===== src/rtl/frame_stream_ctrl.sv =====
// Frame sequencer: moves W*H pixel words from input FIFO to output FIFO with position flags.
// Define FRAME_CHECKSUM_EN to build the 32-bit wrapping checksum of written words.
module frame_stream_ctrl #(
  parameter int DWIDTH = 32,
  parameter int IMG_WIDTH = 720,
  parameter int IMG_HEIGHT = 540,
  localparam int CW = (IMG_WIDTH > 1) ? $clog2(IMG_WIDTH) : 1,
  localparam int RW = (IMG_HEIGHT > 1) ? $clog2(IMG_HEIGHT) : 1
) (
  input  logic              clock,
  input  logic              reset,
  input  logic              start,
  output logic              busy,
  output logic              done,
  input  logic [DWIDTH-1:0] in_dout,
  input  logic              in_empty,
  output logic              in_rd_en,
  output logic [DWIDTH-1:0] out_din,
  input  logic              out_full,
  output logic              out_wr_en,
  output logic [CW-1:0]     col,
  output logic [RW-1:0]     row,
  output logic              sof,
  output logic              eol,
  output logic              eof,
  output logic [31:0]       checksum
);

  localparam int TOTAL = IMG_WIDTH * IMG_HEIGHT;
  localparam int NW = $clog2(TOTAL + 1);

  typedef enum logic [1:0] {IDLE, RUN, FLUSH, DONE} state_t;

  state_t state, state_nxt;
  logic valid;
  logic load, accept, last_rd, last_col;
  logic [NW-1:0] rd_cnt;
  logic [CW-1:0] rd_col;
  logic [RW-1:0] rd_row;

  // the pad byte of the input word is intentionally discarded
  logic unused_pad;
  assign unused_pad = ^in_dout[7:0];

  assign last_rd = (rd_cnt == NW'(TOTAL - 1));
  assign last_col = (rd_col == CW'(IMG_WIDTH - 1));
  assign out_wr_en = valid && !out_full;
  assign in_rd_en = load;

  always_ff @(posedge clock) begin
    if (!reset) state <= IDLE;
    else state <= state_nxt;
  end

  always_comb begin
    state_nxt = state;
    busy = 1'b0;
    done = 1'b0;
    load = 1'b0;
    accept = 1'b0;
    unique case (state)
      IDLE: begin
        accept = start;
        if (start) state_nxt = RUN;
      end
      RUN: begin
        busy = 1'b1;
        load = !in_empty && (!valid || !out_full)
               && (rd_cnt < NW'(TOTAL));
        if (load && last_rd) state_nxt = FLUSH;
      end
      FLUSH: begin
        busy = 1'b1;
        if (out_wr_en && eof) state_nxt = DONE;
      end
      DONE: begin
        done = 1'b1;
        state_nxt = IDLE;
      end
      default: state_nxt = IDLE;
    endcase
  end

  // a load in the same cycle as a write replaces the word, keeping 1 word/cycle
  always_ff @(posedge clock) begin
    if (!reset) begin
      valid <= 1'b0;
      out_din <= '0;
      col <= '0;
      row <= '0;
      sof <= 1'b0;
      eol <= 1'b0;
      eof <= 1'b0;
      rd_cnt <= '0;
      rd_col <= '0;
      rd_row <= '0;
    end else begin
      if (accept) begin
        rd_cnt <= '0;
        rd_col <= '0;
        rd_row <= '0;
        col <= '0;
        row <= '0;
      end
      if (load) begin
        valid <= 1'b1;
        out_din <= {in_dout[DWIDTH-1:8], 8'h00};
        col <= rd_col;
        row <= rd_row;
        sof <= (rd_cnt == '0);
        eol <= last_col;
        eof <= last_rd;
        rd_cnt <= rd_cnt + NW'(1);
        if (last_col) begin
          rd_col <= '0;
          rd_row <= rd_row + RW'(1);
        end else begin
          rd_col <= rd_col + CW'(1);
        end
      end else if (out_wr_en) begin
        valid <= 1'b0;
      end
    end
  end

`ifdef FRAME_CHECKSUM_EN
  logic [31:0] sum;

  always_ff @(posedge clock) begin
    if (!reset) sum <= '0;
    else if (accept) sum <= '0;
    else if (out_wr_en) sum <= sum + 32'(out_din);
  end

  assign checksum = sum;
`else
  assign checksum = '0;
`endif

endmodule


===== config.mk =====
export PLATFORM = sky130hd
export DESIGN_NAME = frame_stream_ctrl
export DESIGN_NICKNAME = d
export VERILOG_FILES = /design/src/rtl/frame_stream_ctrl.sv
export SDC_FILE = /design/constraint.sdc
export NUM_CORES = 1
export LEC_CHECK = 0
export CORE_AREA = 3 3 106 88
export CTS_BUF_LIST = sky130_fd_sc_hd__clkbuf_8
export DETAILED_ROUTE_END_ITERATION = 10
export DIE_AREA = 0 0 109 91
export GPL_TIMING_DRIVEN = 1
export PLACE_DENSITY = 0.89
export REMOVE_ABC_BUFFERS = 1
export SYNTH_ARGS = -nofsm -noshare
export SYNTH_HDL_FRONTEND = slang
export SYNTH_SLANG_ARGS = --single-unit

===== constraint.sdc =====
create_clock -name clock -period 3.55 [get_ports clock]
set_input_delay 0.71 -clock clock [delete_from_list [all_inputs] [get_ports clock]]
set_output_delay 0.71 -clock clock [all_outputs]
set_load 0.01 [all_outputs]

==> impl_metrics.toml <==
[run_status]
status = "finished, final reports clean"

[grt]
grt.met3_usage_pct = 5.26
met2_usage_pct = 35.7
met1_usage_pct = 28.2
top_usage_layer = "met2"
grt_pass1_wl_um = 17700
grt_overflow = 0
grt_pass1_vias = 3726
track_usage_pct = 21.8
antenna_found_initial = 0
grt_max_degree = 65

[routing]
avgViaCountPerCell = 5.53
drt-wirelength-per-cell_um = 14.6
dr.pass1.iters = 5
finalWirelength_um = 10600
first_iter_violations = 263
route.vias.total = 4032
drc = 0
ant_nets = 0

[synthesis]
synth_commonest_cells = "nand2_1, dfxtp_1, a21oi_1, buf_4, nand3_1"
yosysTopAreaCellShare_pct = 40.8
yosysWarnings = 0
synth-edff-count = 0
syn_area_per_cell_sq_um = 7.94
synth_area_sq_um = 4370
seq_area_frac_synth_pct = 40.8
synthMostInstantiatedCell = "nand2_1"
synthDistinctLibCells = 56
ys_seq_elements = 89
syn_inst = 550
synth-async-reset-ratio_pct = 0
ys_top_cells_by_area = "dfxtp_1, nand2_1, buf_4"
synth_largest_area_cell = "dfxtp_1"
synth_top_flop_cell = "dfxtp_1"

[sta]
fmax_mhz = 312
min_period_over_period_pct = 90.3
rsz0062_at_grt = "no"
setup_viol = 0
final_max_slew_viol_count = 0
finalHoldViolCount = 0
tightestPinTransition_ns = 0.977
slew_headroom_pct = 34.4
fin_skew_ns = 0.00368
fin_crit_ns = 3.21

[worst_setup_path]
cpMaxStageDelayCell = "clkdlybuf4s50_1"
crit_chain = "clkdlybuf4s50_1, a221oi_2, and2_1, o21ai_4, clkinv_1, clkdlybuf4s50_1"
reg2reg_to = "rd_row[4]"
path_buf_inv = 3
crit_path_end_kind = "output pin"
cp-start-kind = "input pin"
ff2ff_path_depth = 6
reg2reg_slack_ns = 0.95
r2r-start = "rd_cnt[14]"
cp_slowest_stage_delay_ns = 0.54
arrival_ns = 2.50
crit_top_cell = "clkdlybuf4s50_1"
path_delay_family = "buffers and inverters"
worst-setup-path-type = "input pin to output pin"
critPathRequiredTime_ns = 2.84
cp_max_fo = 4

[floorplan]
dieArea_sq_um = 9920
fp.dieH_um = 91
pin_count = 128
die_w_um = 109
placementRows = 30
initial_utilization_pct = 52.2
core_area_sq_um = 8370

[power_and_ir_drop]
leakagePower_nw = 1.84
peakVddDrop_uv = 262
finalPower_mw = 2.46
powerDensity_nw_per_um2 = 466

[clock_network]
cts_tree = "yes"
ctsResizeCount = 0
cts.clk_slew.worst_paths_ns = 0.09
clockBufferDepth = 2
post_cts_buffers = 0
ctsHoldBuffers = 0
cts_made_buffers = 9
cts.sinks = 89
htreeDepth = 3
insertion_delay_ns = 0.35
cts_root_buf = "clkbuf_8"

[final_layout]
final_nets = 658
drive_above_1_share_pct = 5.19
fin_cells = 729
area_growth_pct = 20.8
antenna_cells = 0

[placed_design]
dp_hpwl_um = 7390
place.gp.congestion = 0.981
io_buffers = 79
place_inst = 713

[min_path]
min-delay-start = "sof"
worstHoldPathType = "flip-flop to flip-flop"
holdPathEnd = "sof"
whs_path_depth = 2

[run]
max_cap_violations = 0
[kinds of logic after synthesis]
family / count (synthesis) / synth area share [%]
adder cells (fa/ha/maj): 9 / 2.58
AO/OA/AOI/OAI: 124 / 17.2
other: 1 / 0.0858
AND/OR/NAND/NOR: 231 / 25.5
XOR/XNOR: 8 / 1.60
multiplexers: 4 / 0.945
buffers and inverters: 84 / 11.3
flip-flops: 89 / 40.8
[how the worst max path moves through the flow]
stage / startpoint / slack [ns] / cells after the start / endpoint
after floorplan: rd_cnt[13] / -1.24 / 6 / rd_cnt[18]
after global placement: out_full / 0.39 / 6 / in_rd_en
after detailed placement: out_full / 0.35 / 6 / in_rd_en
after CTS: out_full / 0.35 / 6 / in_rd_en
after global routing: out_full / 0.20 / 6 / in_rd_en
final: out_full / 0.34 / 6 / in_rd_en
[where the power goes]
group          total (mW)  internal [mW]  switching [mW]
Combinational       0.613          0.235           0.378
Sequential           1.08           1.05          0.0347
Clock               0.764          0.397           0.367
[worst min-delay path, stage by stage (launching register included)]
cell,delay (ns)
dfxtp_1,0.32
nand2_1,0.05
a21oi_1,0.05
[stage by stage]
stage          hold slack, ns  setup TNS (ns)  setup slack [ns]  area (sq um)  utilization [%]
4_1_cts                 0.457               0             0.348          5280             63.0
2_1_floorplan           0.446          -48.82             -1.24          4050                -
3_5_place_dp            0.446               0             0.349          5060             60.4
5_1_grt                 0.484               0             0.197          5280             63.0
3_3_place_gp            0.441               0             0.391          5060             60.4
6_report                0.450               0             0.343          5280             63.0
[sequential cells by signal, summed over array words and instances (netlist names)]
name	flops
col	10
eof	1
eol	1
out_din	24
rd_cnt	19
rd_col	10
rd_row	10
row	10
sof	1
state	2
valid	1
[metal layers]
metal,share of wire (%),wire length (um)
met4,2.0,213
met2,49,5180
met1,43,4560
met3,6.4,683
met5,0,0
[cell type report]
cell class / instances / area (sq um)
timing repair buffer: 88 / 858
multi-input combinational: 416 / 2250
clock buffer: 9 / 124
inverter: 8 / 30.0
fill: 744 / 3090
clock inverter: 7 / 93.8
tap: 112 / 140
sequential: 89 / 1780
[layout by cell type (no fill, tap or decap), types with 4 or more instances in the layout]
master | netlist | routed
nand2_1 | 102 | 102
dfxtp_1 | 89 | 89
clkdlybuf4s50_1 | 0 | 79
a21oi_1 | 59 | 59
conb_1 | 1 | 40
nand3_1 | 38 | 38
nor2_1 | 23 | 23
o21ai_0 | 22 | 22
and3_1 | 10 | 10
nand4_1 | 9 | 9
ha_1 | 9 | 9
clkbuf_8 | 0 | 9
buf_4 | 40 | 9
nor2b_1 | 8 | 8
inv_1 | 7 | 6
nor4_1 | 6 | 6
or4_1 | 6 | 6
nor3_1 | 6 | 6
a211oi_1 | 5 | 5
nor3b_1 | 5 | 5
xnor2_1 | 5 | 5
o211ai_1 | 5 | 5
and4_1 | 4 | 4
a31oi_1 | 4 | 4
No activity file was read; power rests on OpenSTA's default activity.
